File: src/rtl/pipe_hazard_ctrl.sv
// rtl/pipe_hazard_ctrl.sv - hazard/sequencing controller: load-use stalls, redirect flushes, memory-wait holds
module pipe_hazard_ctrl #(
  parameter int FLUSH_CYCLES = 1,
  parameter int CNT_W        = 16
) (
  input  logic             clk,
  input  logic             rstn,
  input  logic [4:0]       i_id_rs1,
  input  logic [4:0]       i_id_rs2,
  input  logic             i_id_rs1_used,
  input  logic             i_id_rs2_used,
  input  logic             i_ex_mem_read,
  input  logic [4:0]       i_ex_rd,
  input  logic             i_ex_redirect,
  input  logic [31:0]      i_ex_target,
  input  logic             i_mem_busy,
  output logic             o_pc_stall,
  output logic             o_if_id_stall,
  output logic             o_if_id_flush,
  output logic             o_id_ex_flush,
  output logic             o_ex_mem_stall,
  output logic             o_pc_redirect,
  output logic [31:0]      o_pc_target,
  output logic [1:0]       o_ctrl_state,
  output logic [CNT_W-1:0] o_stall_cnt,
  output logic [CNT_W-1:0] o_flush_cnt
);

  localparam int FW = (FLUSH_CYCLES > 1) ? $clog2(FLUSH_CYCLES) : 1;
  localparam logic [FW-1:0]    FONE = FW'(1);
  localparam logic [FW-1:0]    FLOAD = FW'(FLUSH_CYCLES - 1);
  localparam logic [CNT_W-1:0] CONE = CNT_W'(1);

  typedef enum logic [1:0] {
    ST_RUN   = 2'd0,
    ST_FLUSH = 2'd1,
    ST_MWAIT = 2'd2
  } state_t;

  state_t         r_state;
  logic [FW-1:0]  r_fcnt;
  logic           r_pend_valid;
  logic [31:0]    r_pend_target;
  logic [CNT_W-1:0] r_stall_cnt;
  logic [CNT_W-1:0] r_flush_cnt;

  state_t         w_state_nxt;
  logic [FW-1:0]  w_fcnt_nxt;
  logic           w_pend_valid_nxt;
  logic [31:0]    w_pend_target_nxt;
  logic           w_load_use;
  logic           w_pc_stall;
  logic           w_if_id_stall;
  logic           w_if_id_flush;
  logic           w_id_ex_flush;
  logic           w_ex_mem_stall;
  logic           w_pc_redirect;
  logic [31:0]    w_pc_target;

  assign w_load_use = i_ex_mem_read && (i_ex_rd != 5'd0) &&
                      ((i_id_rs1_used && (i_id_rs1 == i_ex_rd)) ||
                       (i_id_rs2_used && (i_id_rs2 == i_ex_rd)));

  always_comb begin
    w_state_nxt       = r_state;
    w_fcnt_nxt        = r_fcnt;
    w_pend_valid_nxt  = r_pend_valid;
    w_pend_target_nxt = r_pend_target;
    w_pc_stall        = 1'b0;
    w_if_id_stall     = 1'b0;
    w_if_id_flush     = 1'b0;
    w_id_ex_flush     = 1'b0;
    w_ex_mem_stall    = 1'b0;
    w_pc_redirect     = 1'b0;
    w_pc_target       = 32'd0;
    if (i_mem_busy) begin
      // Whole pipe holds; a redirect seen now is parked until the wait ends.
      w_pc_stall     = 1'b1;
      w_if_id_stall  = 1'b1;
      w_ex_mem_stall = 1'b1;
      w_state_nxt    = ST_MWAIT;
      if (i_ex_redirect) begin
        w_pend_valid_nxt  = 1'b1;
        w_pend_target_nxt = i_ex_target;
      end
    end else if (i_ex_redirect || r_pend_valid) begin
      w_pc_redirect    = 1'b1;
      w_if_id_flush    = 1'b1;
      w_id_ex_flush    = 1'b1;
      w_pc_target      = r_pend_valid ? r_pend_target : i_ex_target;
      w_pend_valid_nxt = 1'b0;
      if (FLUSH_CYCLES > 1) begin
        w_fcnt_nxt  = FLOAD;
        w_state_nxt = ST_FLUSH;
      end else begin
        w_fcnt_nxt  = '0;
        w_state_nxt = ST_RUN;
      end
    end else if ((r_state != ST_RUN) && (r_fcnt != '0)) begin
      // Also resumes a flush window that a memory wait froze.
      w_if_id_flush = 1'b1;
      w_id_ex_flush = 1'b1;
      w_fcnt_nxt    = r_fcnt - FONE;
      w_state_nxt   = (r_fcnt == FONE) ? ST_RUN : ST_FLUSH;
    end else begin
      w_state_nxt = ST_RUN;
      if (w_load_use) begin
        w_pc_stall    = 1'b1;
        w_if_id_stall = 1'b1;
        w_id_ex_flush = 1'b1;
      end
    end
  end

  always_ff @(posedge clk or negedge rstn) begin
    if (!rstn) begin
      r_state       <= ST_RUN;
      r_fcnt        <= '0;
      r_pend_valid  <= 1'b0;
      r_pend_target <= 32'd0;
      r_stall_cnt   <= '0;
      r_flush_cnt   <= '0;
    end else begin
      r_state       <= w_state_nxt;
      r_fcnt        <= w_fcnt_nxt;
      r_pend_valid  <= w_pend_valid_nxt;
      r_pend_target <= w_pend_target_nxt;
      if (w_pc_stall && (r_stall_cnt != '1))
        r_stall_cnt <= r_stall_cnt + CONE;
      if (w_pc_redirect && (r_flush_cnt != '1))
        r_flush_cnt <= r_flush_cnt + CONE;
    end
  end

  assign o_pc_stall     = rstn & w_pc_stall;
  assign o_if_id_stall  = rstn & w_if_id_stall;
  assign o_if_id_flush  = rstn & w_if_id_flush;
  assign o_id_ex_flush  = rstn & w_id_ex_flush;
  assign o_ex_mem_stall = rstn & w_ex_mem_stall;
  assign o_pc_redirect  = rstn & w_pc_redirect;
  assign o_pc_target    = rstn ? w_pc_target : 32'd0;
  assign o_ctrl_state   = r_state;
  assign o_stall_cnt    = r_stall_cnt;
  assign o_flush_cnt    = r_flush_cnt;

endmodule

File: config.mk
export PLATFORM = sky130hd
export DESIGN_NAME = pipe_hazard_ctrl
export DESIGN_NICKNAME = d
export VERILOG_FILES = /design/src/rtl/pipe_hazard_ctrl.sv
export SDC_FILE = /design/constraint.sdc
export NUM_CORES = 1
export LEC_CHECK = 0
export BUFFER_PORTS_ARGS = -buffer_cell sky130_fd_sc_hd__buf_4
export CAP_MARGIN = 10
export CORE_MARGIN = 2
export CORE_UTILIZATION = 54
export DETAILED_ROUTE_END_ITERATION = 10
export PLACE_DENSITY = 0.86
export SYNTH_ARGS = -nofsm -noshare
export SYNTH_HDL_FRONTEND = slang
export SYNTH_SLANG_ARGS = --single-unit
File: constraint.sdc
create_clock -name clk -period 5.31 [get_ports clk]
set_input_delay 0.2655 -clock clk [delete_from_list [all_inputs] [get_ports clk]]
set_output_delay 0.2655 -clock clk [all_outputs]
set_load 0.02 [all_outputs]
==> results.yml <==
worst_setup_path:
  crit_path_start: "r_pend_valid$_DFFE_PN0P_"
  required_ns: 5.04
  cpLargestDelayFamily: "simple AND/OR/NAND/NOR gates"
  r2r-end: "o_flush_cnt[9]$_DFFE_PN0P_"
  crit_type: "register to output pin"
  cp_max_fo: 33
  cp.arrival_ns: 2.52
  crit_path_end_kind: "output pin"
  cpMaxStageDelayCell: "dfrtp_2"
  path_buf_inv: 1
  reg2reg_from: "r_pend_valid$_DFFE_PN0P_"
  max_stage_delay_ns: 1.00
  r2r_cells: 6
  worstPathCellList: "nor2_1, or2_2, nor2_1, buf_4"
  startpoint_type: "register"
  cp.depth: 4
  crit_top_cell: "nor2_1"
  crit_end: "o_pc_target[5]"
  r2r_setup_slack_ns: 2.85
cells_and_area:
  finalNetCount: 493
  insertedDiodeCount: 0
  stdcell_count: 518
  syn_to_final_growth_pct: 32.5
  stdcell_area_sq_mm: 0.00469
  drive_above_1_share_pct: 42.9
floorplanning:
  dieHeight_um: 85.0
  coreArea_sq_mm: 0.00635
  die_w_um: 85.0
  io_pins: 126
  die_area_sq_mm: 0.00723
  rows: 29
  start_util_pct: 55.8
power_and_ir_drop:
  power_density_mw_per_mm2: 317
  p_total_w: 0.00149
  vdd_drop_max_v: 0.000277
  p_leak_nw: 2.24
worst_hold_path:
  min_path_type: "input port to asynchronous set/reset pin"
global_route:
  grt_pass1_vias: 2802
  grt_pass1_wl_mm: 13.1
  antenna_found_initial: 0
  grt_start_max_net_pins: 72
  grtUsageTotal_pct: 22.7
  overflow: 0
yosys:
  ys_seq_area_share_pct: 48.0
  syn_area_sq_mm: 0.00354
  synth_area_leader_cell: "dfrtp_1"
  synth_cells: 314
  synth_common_cells: "dfrtp_1, nor2_1, xnor2_1"
  yosysTopAreaCellShare_pct: 48.0
  synth.most_common_cell: "dfrtp_1"
  synth.ff_latch_count: 68
  yosys_warnings: 0
  synth.distinct_cells: 38
  syn-num-nets: 370
  synth_edf_count: 0
  ys_top_cells_by_area: "dfrtp_1, mux2_2, mux2i_1"
  synth-main-ff-cell: "dfrtp_1"
  synthArstFlopShare_pct: 100
  synth.avg_cell_area_sq_um: 11.3
place:
  detailed_place_hpwl_mm: 5.62
  gp_congestion: 0.734
  io_buffers: 125
  dp.cells: 503
  placed_cell_area_sq_mm: 0.00451
clock_tree:
  clock_latency_ns: 0.33
  cts-root-buf: "clkbuf_8"
  cts_tree: "yes"
  post-cts-setup-buffer-count: 0
  cts_hold_buf: 0
  htreeDepth: 3
  cts.sinks: 68
  clk_pin_slew_ns: 0.07
  cts_buffers: 9
  cts_buffer_depth: 2
  ctsResizeCount: 0
timing:
  finalHoldViolCount: 0
  holdWs_ns: 0.0322
  setup_viol: 0
  min_period_ns: 2.78
  slew_viol_final: 0
  max_slew.worst_pin.slew_ns: 0.952
  max_clock_freq_mhz: 359
  finalSetupTns_ns: 0
  timing.final.crit_share_pct: 52.4
  clock_skew_ns: 0.00693
  rsz0062_at_grt: "false"
  slew_headroom_pct: 36.5
drt:
  drtIter0Drc: 58
  first_pass_iters: 4
  vias_per_cell: 5.29
  routed_wl_mm: 7.79
  vias: 2738
  ant_nets: 0
  wire_per_inst_um: 15.0
  drc_errors: 0
status:
  status: "completed"
job:
  drv_cap: 0
-- registers in the layout (all words and copies together), names as in the netlist --
register / count
o_ctrl_state: 2
o_stall_cnt: 16
r_pend_valid: 1
r_fcnt: 1
r_pend_target: 32
o_flush_cnt: 16
-- area by class of cell --
type | count | area, sq um
Tap cell | 77 | 96.3
Sequential cell | 68 | 1700
Timing Repair Buffer | 126 | 946
Multi-Input combinational cell | 228 | 1750
Clock inverter | 1 | 5.00
Clock buffer | 14 | 183
Fill cell | 467 | 1660
Inverter | 4 | 15.0
-- how the worst min path moves through the flow --
stage,end,slack [ns],start
after floorplan,o_ctrl_state[0]$_DFF_PN0_,-0.03,rstn
after global placement,r_pend_target[10]$_DFFE_PN0P_,0.43,rstn
after detailed placement,r_pend_target[10]$_DFFE_PN0P_,0.44,rstn
after CTS,r_pend_target[10]$_DFFE_PN0P_,0.07,rstn
after global routing,r_pend_target[10]$_DFFE_PN0P_,0.10,rstn
final,r_pend_target[10]$_DFFE_PN0P_,0.03,rstn
-- per-stage QoR --
step                util (%)  setup WS (ns)
global route            73.9           2.34
finish                  73.9           2.53
CTS                     73.9           2.51
global placement        71.0           2.81
floorplan                  -           3.26
detailed placement      71.0           2.85
-- per-layer routing --
layer | up-vias | GRT usage [%] | wire (um)
met3 | 11 | 7.00 | 564
met5 | - | 0 | 0
met4 | 0 | 7.22 | 98
met2 | 85 | 36.5 | 3740
met1 | 1320 | 29.6 | 3390
li1 | 1322 | - | -
-- cells in the final DEF, fill, tap and decap left out, drive strengths merged --
cell / Yosys / routed
a21oi: 1 / 1
a31o: 1 / 1
and2: 7 / 7
and3: 8 / 8
and4: 2 / 2
buf: 9 / 126
clkbuf: 5 / 14
clkinv: 0 / 1
conb: 1 / 1
dfrtp: 68 / 68
ha: 2 / 2
inv: 4 / 4
mux2: 34 / 34
mux2i: 32 / 32
nand2: 16 / 16
nand2b: 1 / 1
nand3: 13 / 13
nand4: 15 / 15
nor2: 44 / 44
nor2b: 1 / 1
nor3: 1 / 1
o21a: 3 / 3
o21ai: 2 / 2
o22ai: 1 / 1
or2: 1 / 1
or3: 2 / 2
or4: 1 / 1
xnor2: 35 / 35
xor2: 4 / 4
-- cell families after synthesis --
logic type                 share of synthesized area (%)
buffers and inverters                               2.72
other                                              0.106
adders and majority gates                          0.706
muxes                                               19.8
xor gates and xnor gates                            9.64
and+or+nand+nor                                     17.1
DFF                                                 48.0
AOI/OAI and AO/OA                                   1.84
-- power breakdown --
| part | leakage, nW | internal [W] | switching [W] |
|---|---|---|---|
| clock | 0.0986 | 0.000218 | 0.000178 |
| combinational | 1.31 | 0.000205 | 0.000199 |
| sequential | 0.840 | 0.000602 | 0.0000871 |
Note: power is estimated with default switching activity, not from simulation.
